**src/rtl/alu_issue_stage_pkg.sv**
```systemverilog
// Shared pipeline types for the integer ALU issue path: ALU codes, operand
// width, the issue-queue entry layout and the operand-select encoding.
// Latency: n/a (types only). Backpressure: n/a.
package alu_issue_stage_pkg;

  localparam int BASIC_DATA_W = 32;
  localparam int RIDX_W       = 5;
  localparam int ALU_CODE_W   = 4;

  typedef logic [BASIC_DATA_W-1:0] BasicData;

  // IntALU operation codes; ALU_NONE is the idle/reset code.
  localparam logic [ALU_CODE_W-1:0] ALU_NONE = 4'd0;
  localparam logic [ALU_CODE_W-1:0] ALU_ADD  = 4'd1;
  localparam logic [ALU_CODE_W-1:0] ALU_SUB  = 4'd2;
  localparam logic [ALU_CODE_W-1:0] ALU_AND  = 4'd3;
  localparam logic [ALU_CODE_W-1:0] ALU_OR   = 4'd4;
  localparam logic [ALU_CODE_W-1:0] ALU_XOR  = 4'd5;
  localparam logic [ALU_CODE_W-1:0] ALU_SLL  = 4'd6;
  localparam logic [ALU_CODE_W-1:0] ALU_SRL  = 4'd7;
  localparam logic [ALU_CODE_W-1:0] ALU_SRA  = 4'd8;
  localparam logic [ALU_CODE_W-1:0] ALU_SLT  = 4'd9;
  localparam logic [ALU_CODE_W-1:0] ALU_SLTU = 4'd10;

  // Operand source: the register value, or the alternate (pc / imm).
  typedef enum logic {
    OP_REG = 1'b0,
    OP_ALT = 1'b1
  } OpSel;

  typedef struct packed {
    logic [ALU_CODE_W-1:0] alucode;
    BasicData              op1;
    BasicData              op2;
    logic [RIDX_W-1:0]     rs1;
    logic [RIDX_W-1:0]     rs2;
    logic                  op1_is_reg;
    logic                  op2_is_reg;
    logic [RIDX_W-1:0]     rd;
  } IssueEntry;

  localparam IssueEntry ENTRY_RESET = '{alucode: ALU_NONE, default: '0};

endpackage

```
**src/rtl/alu_issue_operand_resolve.sv**
```systemverilog
// Resolves one ALU operand: x0 forces zero, a same-cycle writeback bypasses the
// regfile, then the select bit may replace the result with pc/imm.
// Latency: combinational. Backpressure: none.
// Ports: rs_idx_i, rf_data_i (regfile read), wb_valid_i/wb_rd_i/wb_data_i
// (writeback), sel_i (0=register, 1=alternate), alt_data_i, operand_o.
module alu_issue_operand_resolve
  import alu_issue_stage_pkg::*;
#(
  parameter int DATA_W    = BASIC_DATA_W,
  parameter int REG_IDX_W = RIDX_W
) (
  input  logic [REG_IDX_W-1:0] rs_idx_i,
  input  logic [DATA_W-1:0]    rf_data_i,
  input  logic                 wb_valid_i,
  input  logic [REG_IDX_W-1:0] wb_rd_i,
  input  logic [DATA_W-1:0]    wb_data_i,
  input  logic                 sel_i,
  input  logic [DATA_W-1:0]    alt_data_i,
  output logic [DATA_W-1:0]    operand_o
);

  logic [DATA_W-1:0] reg_val;

  always_comb begin
    reg_val = rf_data_i;
    if (rs_idx_i == '0) begin
      // x0 wins even over a writeback that targets it.
      reg_val = '0;
    end else if (wb_valid_i && (wb_rd_i == rs_idx_i)) begin
      reg_val = wb_data_i;
    end
    operand_o = (OpSel'(sel_i) == OP_ALT) ? alt_data_i : reg_val;
  end

endmodule

```
**src/rtl/alu_issue_stage.sv**
```systemverilog
// Issue stage feeding the IntALU: resolves op1/op2 and buffers ops in a 2-entry skid queue.
// Latency: op accepted at edge N is presented on out_* from cycle N+1 (head register).
// Backpressure: in_ready is registered (count<2), independent of out_ready in the same cycle.
// Ports: clk, rst_n (sync, active low), flush; upstream in_valid/in_ready with
// in_alucode, in_op1_sel, in_op2_sel, in_rs1, in_rs2, in_rd, in_pc, in_imm;
// regfile rf_rs1_data/rf_rs2_data; writeback wb_valid/wb_rd/wb_data;
// downstream out_valid/out_ready with out_alucode, out_op1, out_op2, out_rd.
// Optional: RISKY2_ISSUE_WB_SNOOP_EN lets buffered register operands pick up
// writebacks that land while they wait; otherwise operands freeze at capture.
module alu_issue_stage
  import alu_issue_stage_pkg::*;
#(
  parameter int DATA_W    = BASIC_DATA_W,
  parameter int REG_IDX_W = RIDX_W,
  parameter int DEPTH     = 2
) (
  input  logic                  clk,
  input  logic                  rst_n,
  input  logic                  flush,
  input  logic                  in_valid,
  output logic                  in_ready,
  input  logic [ALU_CODE_W-1:0] in_alucode,
  input  logic                  in_op1_sel,
  input  logic                  in_op2_sel,
  input  logic [REG_IDX_W-1:0]  in_rs1,
  input  logic [REG_IDX_W-1:0]  in_rs2,
  input  logic [REG_IDX_W-1:0]  in_rd,
  input  logic [DATA_W-1:0]     in_pc,
  input  logic [DATA_W-1:0]     in_imm,
  input  logic [DATA_W-1:0]     rf_rs1_data,
  input  logic [DATA_W-1:0]     rf_rs2_data,
  input  logic                  wb_valid,
  input  logic [REG_IDX_W-1:0]  wb_rd,
  input  logic [DATA_W-1:0]     wb_data,
  output logic                  out_valid,
  input  logic                  out_ready,
  output logic [ALU_CODE_W-1:0] out_alucode,
  output logic [DATA_W-1:0]     out_op1,
  output logic [DATA_W-1:0]     out_op2,
  output logic [REG_IDX_W-1:0]  out_rd
);

  // Entry 0 is always the head; entry 1 only holds data when count_q==2.
  IssueEntry   head_q, head_d;
  IssueEntry   tail_q, tail_d;
  IssueEntry   head_s, tail_s;
  IssueEntry   new_ent;
  logic [1:0]  count_q, count_d;
  logic        in_ready_q, in_ready_d;
  logic        push, pop;
  logic [DATA_W-1:0] op1_res, op2_res;

  alu_issue_operand_resolve #(.DATA_W(DATA_W), .REG_IDX_W(REG_IDX_W)) u_res_op1 (
    .rs_idx_i   (in_rs1),
    .rf_data_i  (rf_rs1_data),
    .wb_valid_i (wb_valid),
    .wb_rd_i    (wb_rd),
    .wb_data_i  (wb_data),
    .sel_i      (in_op1_sel),
    .alt_data_i (in_pc),
    .operand_o  (op1_res)
  );

  alu_issue_operand_resolve #(.DATA_W(DATA_W), .REG_IDX_W(REG_IDX_W)) u_res_op2 (
    .rs_idx_i   (in_rs2),
    .rf_data_i  (rf_rs2_data),
    .wb_valid_i (wb_valid),
    .wb_rd_i    (wb_rd),
    .wb_data_i  (wb_data),
    .sel_i      (in_op2_sel),
    .alt_data_i (in_imm),
    .operand_o  (op2_res)
  );

  always_comb begin
    new_ent            = ENTRY_RESET;
    new_ent.alucode    = in_alucode;
    new_ent.op1        = op1_res;
    new_ent.op2        = op2_res;
    new_ent.rs1        = in_rs1;
    new_ent.rs2        = in_rs2;
    new_ent.op1_is_reg = (OpSel'(in_op1_sel) == OP_REG);
    new_ent.op2_is_reg = (OpSel'(in_op2_sel) == OP_REG);
    new_ent.rd         = in_rd;
  end

`ifdef RISKY2_ISSUE_WB_SNOOP_EN
  function automatic IssueEntry snoop(input IssueEntry e, input logic vld,
                                      input logic wv, input logic [REG_IDX_W-1:0] wrd,
                                      input logic [DATA_W-1:0] wdat);
    IssueEntry r;
    r = e;
    if (vld && wv) begin
      if (e.op1_is_reg && (e.rs1 != '0) && (wrd == e.rs1)) r.op1 = wdat;
      if (e.op2_is_reg && (e.rs2 != '0) && (wrd == e.rs2)) r.op2 = wdat;
    end
    return r;
  endfunction

  always_comb begin
    head_s = snoop(head_q, count_q != 2'd0, wb_valid, wb_rd, wb_data);
    tail_s = snoop(tail_q, count_q == 2'd2, wb_valid, wb_rd, wb_data);
  end
`else
  always_comb begin
    head_s = head_q;
    tail_s = tail_q;
  end
`endif

  assign out_valid   = (count_q != 2'd0);
  assign in_ready    = in_ready_q;
  assign push        = in_valid & in_ready_q;
  assign pop         = out_valid & out_ready;
  assign out_alucode = head_q.alucode;
  assign out_op1     = head_q.op1;
  assign out_op2     = head_q.op2;
  assign out_rd      = head_q.rd;

  always_comb begin
    head_d  = head_s;
    tail_d  = tail_s;
    count_d = count_q;
    if (pop) begin
      head_d  = tail_s;
      count_d = count_q - 2'd1;
    end
    if (push) begin
      // New op lands in the first free slot after any pop shift.
      if (count_d == 2'd0) head_d = new_ent;
      else                 tail_d = new_ent;
      count_d = count_d + 2'd1;
    end
    if (flush) begin
      // Entries are left stale; out_valid gates them via the count.
      count_d = 2'd0;
    end
    in_ready_d = (count_d < 2'(DEPTH));
  end

  always_ff @(posedge clk) begin
    if (!rst_n) begin
      head_q     <= ENTRY_RESET;
      tail_q     <= ENTRY_RESET;
      count_q    <= 2'd0;
      in_ready_q <= 1'b0;
    end else begin
      head_q     <= head_d;
      tail_q     <= tail_d;
      count_q    <= count_d;
      in_ready_q <= in_ready_d;
    end
  end

endmodule

```
**config.mk**
```make
export PLATFORM = sky130hd
export DESIGN_NAME = alu_issue_stage
export DESIGN_NICKNAME = d
export VERILOG_FILES = /design/src/rtl/alu_issue_stage_pkg.sv /design/src/rtl/alu_issue_operand_resolve.sv /design/src/rtl/alu_issue_stage.sv
export SDC_FILE = /design/constraint.sdc
export NUM_CORES = 1
export LEC_CHECK = 0
export CAP_MARGIN = 30
export CORE_UTILIZATION = 49
export DETAILED_ROUTE_END_ITERATION = 7
export GPL_ROUTABILITY_DRIVEN = 0
export PLACE_DENSITY = 0.9
export RECOVER_POWER = 50
export SLEW_MARGIN = 20
export SYNTH_ARGS = -nofsm -noshare
export SYNTH_HDL_FRONTEND = slang
export SYNTH_SLANG_ARGS = --single-unit
```
**constraint.sdc**
```tcl
create_clock -name clk -period 6.1 [get_ports clk]
set_input_delay 1.83 -clock clk [delete_from_list [all_inputs] [get_ports clk]]
set_output_delay 1.83 -clock clk [all_outputs]
set_load 0.05 [all_outputs]
```
======== Word level (Yosys, flattened, before mapping) ========
Index checks and enable logic that the tools add are counted.
word-level totals
  bits in registers ....................... 173
  input port bits ......................... 192
  output and inout bits ................... 75
  word-level logic and storage cells ...... 47
cells by class
  $add $sub $neg .......................... 2
  order comparisons ....................... 1
  eq/ne operators ......................... 2
  muxes and demuxes ....................... 12
  bitwise logic cells ..................... 5
  reduce and logical (&&, ||, !) cells .... 7
operator list
  operator                                           count
  2-to-1 mux 85 bit                                  3
  2-to-1 mux 32 bit                                  6
  equality test 5 bit                                2
  zero test 5 bit                                    2
  2-to-1 mux 2 bit                                   3
  inverter 1 bit                                     3
  adder 2 x 1 -> 2 bit, second input constant        1
  bitwise AND 1 bit                                  2
  logical AND 1 bit                                  2
  zero test 2 bit                                    1
  less-than comparator 2 bit, second input constant  1
  AND reduction 2 bit                                1
  nonzero test 2 bit                                 1
  subtractor 2 x 1 -> 2 bit, second input constant   1

======== Depth between registers and ports, before layout ========
Gate-level depths: netlist (run 1).
  depth in word-level cells ............... 7
  depth in mapped cells ................... 11
  depth with buffers taken out ............ 10

======== Hierarchy ========
A second synthesis (run 1) with hierarchy kept.
unflattened totals
  cells, all modules ...................... 1065
  area total of the unflattened synthesis .. 8061.5 um^2
modules (own cells, without submodules)
  module                     times used  cells an instance  area an instance (um^2)  sequential area each (um^2)
  alu_issue_stage            1           745                5931.9                   2982.9
  alu_issue_operand_resolve  2           160                1064.8                   0.0

======== Least setup slack after synthesis (run 1) ========
Ideal clock, no wire load.
  path type ............................... input-to-reg
  start point ............................. in out_ready
  end point ............................... reg tail_q[50] (netlist bit)
  arrival ................................. 3.275 ns
  data required time ...................... 5.964 ns
  setup slack ............................. 2.688 ns
  stages .................................. 8
  path buffers ............................ 3
  cell sequence ........................... nor2b_1 > xnor2_1 > ha_1 > nor2_1 > buf_2 > clkbuf_1 > clkbuf_1 > a31oi_1
between the ends
  cells in the longest elaborated chain, start to end .. 5
ends and longest elaborated chain
  item                           line                    text
  from (decl)                    alu_issue_stage.sv:36   input logic out_ready,
  bitwise AND 1 bit              alu_issue_stage.sv:114  assign pop = out_valid & out_ready;
  2-to-1 mux 2 bit               alu_issue_stage.sv:124  if (pop) begin
  zero test 2 bit                alu_issue_stage.sv:130  if (count_d == 2'd0) head_d = new_ent;
  inverter 1 bit (no line)       --
  AND reduction 2 bit (no line)  --
  to (signal assigned)           alu_issue_stage.sv:149  tail_q <= tail_d;
  to (decl)                      alu_issue_stage.sv:45   IssueEntry tail_q, tail_d;
Every way passes these cells.
A chain may end at the register's enable or synchronous reset.

======== Final worst setup path (run 1) ========
  start point ............................. in out_ready
  end point ............................... reg tail_q[40] (netlist bit)
The elaborated chain is that of the path after synthesis.

==> results of run 1 <==
-- per-layer routing --
metal	track usage	vias up
met5	0	-
met4	0.1956	2
met3	0.08963	112
met2	0.5707	631
met1	0.4417	4114
li1	-	4025
-- cell type report --
type / count / share of cell area
multi-input combinational: 745 / 0.3814
inverter: 3 / 0.001040
clock inverter: 12 / 0.01640
sequential: 149 / 0.2754
tap: 184 / 0.02126
timing repair buffer: 282 / 0.2627
clock buffer: 19 / 0.04182
-- metrics by stage --
stage               hold slack, ps  setup WS, ps  instance area [µm²]
detailed placement           457.9          1430                10190
global route                 495.1          1089                10830
finish                       464.0          1397                10830
global placement             451.4          1507                10160
floorplan                    443.7          2688                 7528
CTS                          466.2          1864                10820
-- tightest hold or removal path, delay by kind of cell, from the launching register on --
family	cells	cell delay, ps
flops	1	310
compound gates	1	60
simple gates	1	40
-- worst max-delay path by stage --
stage	start	endpoint	slack, ps	cells past startpoint
2_1_floorplan	out_ready	tail_q[50]	2690	8
3_3_place_gp	out_ready	out_op2[21]	1510	9
3_5_place_dp	out_ready	out_op2[24]	1430	9
4_1_cts	out_ready	out_op2[24]	1860	9
5_1_grt	out_ready	tail_q[25]	1090	8
6_report	out_ready	tail_q[40]	1400	8
-- report_power, final --
part | internal [mW] | switching [mW] | leakage (nW) | total (mW)
Combinational | 0.282 | 0.461 | 2.85 | 0.742
Sequential | 1.05 | 0.0423 | 1.22 | 1.09
Clock | 0.704 | 0.418 | 0.297 | 1.12
Total | 2.04 | 0.921 | 4.36 | 2.96
-- cell families (layout without fill, tap and decap cells) --
kind of cell	count (synthesis)	in the layout	synth area share
AND/OR/NAND/NOR	453	453	0.2893
AO/OA/AOI/OAI	278	278	0.2365
flip-flops	149	149	0.3962
buffers and inverters	104	316	0.06066
XOR/XNOR	12	12	0.01396
adder cells (fa/ha/maj)	2	2	0.003323
-- registers in the layout, indices dropped and copies added (netlist names) --
register     cells
tail_q          73
out_op1         32
out_op2         32
out_rd           5
out_alucode      4
count_q          2
in_ready         1
-- cells in the final DEF (no fill, tap or decap), types with 13 or more instances in the layout --
cell             netlist  final
o21ai_0               65     65
dfxtp_1              149    149
clkdlybuf4s50_1        0    189
nand2_1              295    294
a31oi_2               13     13
clkbuf_16              0     17
nand3_1               75     74
and4_1                62     62
dlygate4sd3_1          0     76
buf_4                  4     13
a31oi_1              179    179
-- Yosys cell counts, types with 8 or more instances --
cell,n,share of area
o21ai_0,65,0.043
and4_1,62,0.072
a21boi_0,9,0.0090
nand3_1,75,0.050
xor2_1,8,0.0093
o211a_1,9,0.012
a31oi_1,179,0.15
clkbuf_1,74,0.037
nand2_1,295,0.15
buf_2,14,0.0093
a31oi_2,13,0.022
dfxtp_1,149,0.40
==> impl_metrics.py, run 1 <==
metrics = {
    "setup_path": {
        "crit_fanout": 130,
        "cp_cell_sequence": "dlygate4sd3_1 > nor2b_1 > xnor2_1 > ha_1 > nor2_1 > buf_12 > o21ai_0 > a31oi_1",
        "r2r_end": "tail_q[40]",
        "cp_top_family": "simple AND/OR/NAND/NOR gates",
        "reg2reg_depth": 9,
        "cp-end-kind": "flop",
        "path_buf_inv": 2,
        "r2r_start": "count_q[0]",
        "reg2reg_slack_ps": 2790,
        "critPathMaxStageDelay_ps": 610,
        "required_ps": 6450,
        "startpoint_type": "primary input",
        "cp_data_arrival_time_ps": 5050,
        "criticalPathCategory": "primary input to flop",
        "crit_slowest_cell": "nor2b_1",
    },
    "grt": {
        "overflow": 0,
        "grt_max_degree": 131,
        "grt.total_usage": 0.3572,
        "grt_pass1_vias": 8201,
        "antenna_found_initial": 1,
        "grt_pass1_wl_mm": 44.10,
    },
    "logic_synthesis": {
        "synth_edf_count": 0,
        "syn_area_per_cell_um2": 7.544,
        "synth_cell_types": 30,
        "synth_area_um2": 7528,
        "async_flop_share": 0,
        "synth_fp_nets": 1192,
        "ys_warn_count": 0,
        "ys.flop_type": "dfxtp_1",
        "netlist_instances": 998,
        "ys_ff_latch": 149,
        "seq_area_frac_synth": 0.3962,
    },
    "sta": {
        "rsz0062_at_grt": "no",
        "max_slew.worst_pin.slew_ps": 898.8,
        "report.final.setup_viol": 0,
        "fin_crit_ps": 4703,
        "finalHoldViolCount": 0,
        "clock_skew_ps": 10.19,
        "setup_tns_ps": 0,
        "slew_violations": 0,
        "min_period_over_period": 0.7709,
        "fmax_mhz": 212.6,
        "relSlewSlack": 0.4008,
    },
    "finish": {
        "seqCellArea_um2": 2983,
        "drive_above_1_share": 0.05868,
        "fin_util": 0.7341,
        "multi_input_area_um2": 4130,
        "stdcell_count": 1394,
        "layout.nets": 1392,
        "nFillCells": 1090,
        "antennaDiodeCount": 0,
        "area.growth.synth_to_final_pct": 43.86,
    },
    "die": {
        "io_pins": 267,
        "start_util": 0.5103,
        "die_w_um": 126.0,
        "die-area_um2": 15860,
        "rows": 44,
        "die_y_um": 126.0,
        "core_area_um2": 14750,
    },
    "routing": {
        "vias_per_cell": 6.373,
        "drt_wl_total_mm": 28.85,
        "drtIter0Drc": 1396,
        "dr.max_layer_used": "met5",
        "wl_met3_mm": 3.173,
        "drc_errors": 0,
        "wl_per_cell_um": 20.70,
        "wl_met1_mm": 10.86,
        "met2_length_mm": 13.37,
        "firstDrtPassIters": 6,
        "via_count": 8884,
        "ant_nets": 0,
    },
    "clock_network": {
        "cts_tree": "done",
        "cts_setup_buffers": 0,
        "htreeDepth": 4,
        "ctsHoldBuffers": 0,
        "clockBufferDepth": 2,
        "cts-root-buf": "clkbuf_16",
        "clk_pin_slew_worst_paths_ps": 60,
        "cts_resized": 0,
        "insertion_delay_ps": 430,
        "cts.sinks": 149,
        "numCtsBuffers": 17,
    },
    "place": {
        "port-buffer-count": 266,
        "hpwlAfterDp_mm": 19.55,
        "dp.cells": 1362,
    },
    "hold_path": {
        "hold_path_class": "flop to flop",
        "hp-start": "tail_q[4]",
        "holdPathStages": 2,
        "min_to": "tail_q[4]",
    },
    "run_status": {
        "status": "finished clean",
    },
    "flow_run": {
        "max_cap_violations": 0,
    },
    "power": {
        "power_leakage_nw": 4.364,
        "p_per_area_nw_per_um2": 272.9,
        "peakVddDrop_v": 0.0002015,
        "total_power_mw": 2.956,
    },
}
(Power assumes the default switching activity.)
==> inputs of run 2 (changes only) <==
CORE_UTILIZATION = 46   (was 49)
PLACE_DENSITY = 0.86   (was 0.9)
clock period = 4.65 ns   (was 6.1 ns; I/O delays follow)
==> run 2 against run 1 <==
  * Critical path depth did not move
  * Die area is 6.4% higher
  * Wire length is 0.82% lower
  * Critical path type unchanged
  * Largest cell class unchanged
==> impl_metrics.py, run 2 (synthesis gave the netlist of run 1 again) <==
metrics = {
    "run_status": {
        "status": "finished clean",
    },
    "sta": {
        "clock_skew_ps": 7.619,
        "fin_crit_ps": 3730,
        "finalHoldViolCount": 0,
        "relSlewSlack": 0.2598,
        "report.final.setup_viol": 0,
        "fmax_mhz": 268.1,
        "slew_violations": 0,
        "rsz0062_at_grt": "no",
        "max_slew.worst_pin.slew_ps": 1110,
        "min_period_over_period": 0.8022,
        "setup_tns_ps": 0,
    },
    "place": {
        "hpwlAfterDp_mm": 19.33,
        "port-buffer-count": 266,
        "dpl-instance-area_um2": 10230,
        "dp.cells": 1397,
    },
    "clock_network": {
        "clk_pin_slew_worst_paths_ps": 60,
        "ctsHoldBuffers": 0,
        "cts_resized": 0,
        "cts_tree": "done",
        "numCtsBuffers": 17,
        "cts_setup_buffers": 0,
        "clockBufferDepth": 2,
        "cts-root-buf": "clkbuf_16",
        "insertion_delay_ps": 430,
        "cts.sinks": 149,
        "htreeDepth": 4,
    },
    "setup_path": {
        "criticalPathCategory": "primary input to flop",
        "required_ps": 4900,
        "cp_cell_sequence": "dlygate4sd3_1 > nor2b_1 > xnor2_1 > ha_1 > nor2_4 > clkbuf_2 > o21ai_0 > a31oi_1",
        "critPathMaxStageDelay_ps": 610,
        "cp-end-kind": "flop",
        "path_buf_inv": 2,
        "crit_slowest_cell": "clkbuf_2",
        "crit_fanout": 61,
        "cp_data_arrival_time_ps": 3980,
        "startpoint_type": "primary input",
        "cp_top_family": "buffers and inverters",
    },
    "power": {
        "switching_share": 0.3141,
        "pwr-share-clk": 0.376,
        "p_switching_mw": 1.206,
        "p_per_area_nw_per_um2": 354.3,
        "peakVddDrop_v": 0.0002648,
        "power_leakage_nw": 4.363,
        "p_int_mw": 2.634,
        "combinationalPowerShare": 0.251,
        "power_frac_seq": 0.373,
    },
    "finish": {
        "drive_above_1_share": 0.06101,
        "stdcell_count": 1431,
        "multi_input_area_um2": 4135,
        "final_cell_mix": "nand2_1, clkdlybuf4s50_1, a31oi_1",
        "layout.nets": 1394,
        "layout_commonest_cell": "nand2_1",
        "top_register": "tail_q",
        "largest_register_ffs": 73,
        "area.growth.synth_to_final_pct": 43.99,
        "nFillCells": 1323,
        "seqCellArea_um2": 2983,
        "final_area_um2": 10840,
    },
    "die": {
        "die_y_um": 129.9,
        "start_util": 0.4722,
        "rows": 46,
        "die_w_um": 129.9,
        "core_area_um2": 15940,
        "die-area_um2": 16880,
        "io_pins": 267,
    },
    "routing": {
        "firstDrtPassIters": 5,
        "via_count": 8729,
        "vias_per_cell": 6.100,
        "wl_per_cell_um": 20.00,
        "ant_nets": 0,
        "drc_errors": 0,
        "drtIter0Drc": 1110,
        "drt_wl_total_mm": 28.61,
    },
    "flow_run": {
        "max_cap_violations": 0,
    },
    "grt": {
        "grt_max_degree": 85,
        "grt_pass1_vias": 7892,
        "overflow": 0,
        "antenna_found_initial": 2,
        "grt.total_usage": 0.3364,
        "grt_pass1_wl_mm": 42.68,
    },
    "hold_path": {
        "hold_path_class": "flop to flop",
    },
}
run 2: changes by cell type in the layout (fill, tap and decap cells not counted), moves of 2 or more:
cell,previous run,this run
buf_4,13,16
clkinvlp_4,4,1
diode_2,0,2
buf_16,2,0
run 2: area by class of cell:
cell class,count,share of cell area
well taps,216,0.02493
multi-input cells,745,0.3815
repair buffers,284,0.2599
diodes,2,0.0004617
clock inverters,11,0.01362
flip-flops and latches,149,0.2752
inverters,3,0.001039
clock buffers,21,0.04340
run 2: path summary, 6_finish.rpt:
kind                                 start    endpoint  slack (ps)  cells past startpoint
worst min register to register  tail_q[81]  tail_q[81]         460                      2
worst max register to register  count_q[0]  tail_q[67]        1880                      9
worst min-delay path            tail_q[81]  tail_q[81]         460                      2
worst max-delay path             out_ready  tail_q[67]         920                      8
run 2: power by group through the flow:
| stage | registers, mW | logic (mW) | clock network (mW) |
|---|---|---|---|
| 5_1_grt | 1.44 | 1.03 | 1.50 |
| 4_1_cts | 1.43 | 0.982 | 1.45 |
| 2_1_floorplan | 1.67 | 0.347 | 0 |
| 3_3_place_gp | 1.46 | 0.966 | 0 |
| 3_5_place_dp | 1.46 | 0.975 | 0 |
| 6_report | 1.43 | 0.965 | 1.44 |
run 2: worst register-to-register path: cells and delay by family, from the launching register on:
kind / cells / cell delay, ps
XOR/XNOR: 1 / 210
AO/OA/AOI/OAI: 2 / 530
flip-flops: 1 / 340
buffers and inverters: 2 / 660
AND/OR/NAND/NOR: 2 / 300
adder cells (fa/ha/maj): 2 / 560
run 2: per-stage QoR:
step	utilization	hold WS (ps)	power, mW	setup slack [ps]
floorplan	-	443.7	2.015	1673
global placement	0.6415	453.1	2.423	863.3
detailed placement	0.6415	458.4	2.434	819.1
CTS	0.6803	466.3	3.860	1230
global route	0.6800	487.8	3.969	662.3
finish	0.6800	463.4	3.841	919.8
run 2: per-layer routing:
| metal | vias up | global-route usage | wire length (µm) |
|---|---|---|---|
| li1 | 4042 | - | - |
| met1 | 4027 | 0.4141 | 10910 |
| met2 | 579 | 0.5618 | 13860 |
| met3 | 81 | 0.07011 | 2722 |
| met4 | 0 | 0.1614 | 1117 |
| met5 | - | 0 | 0 |
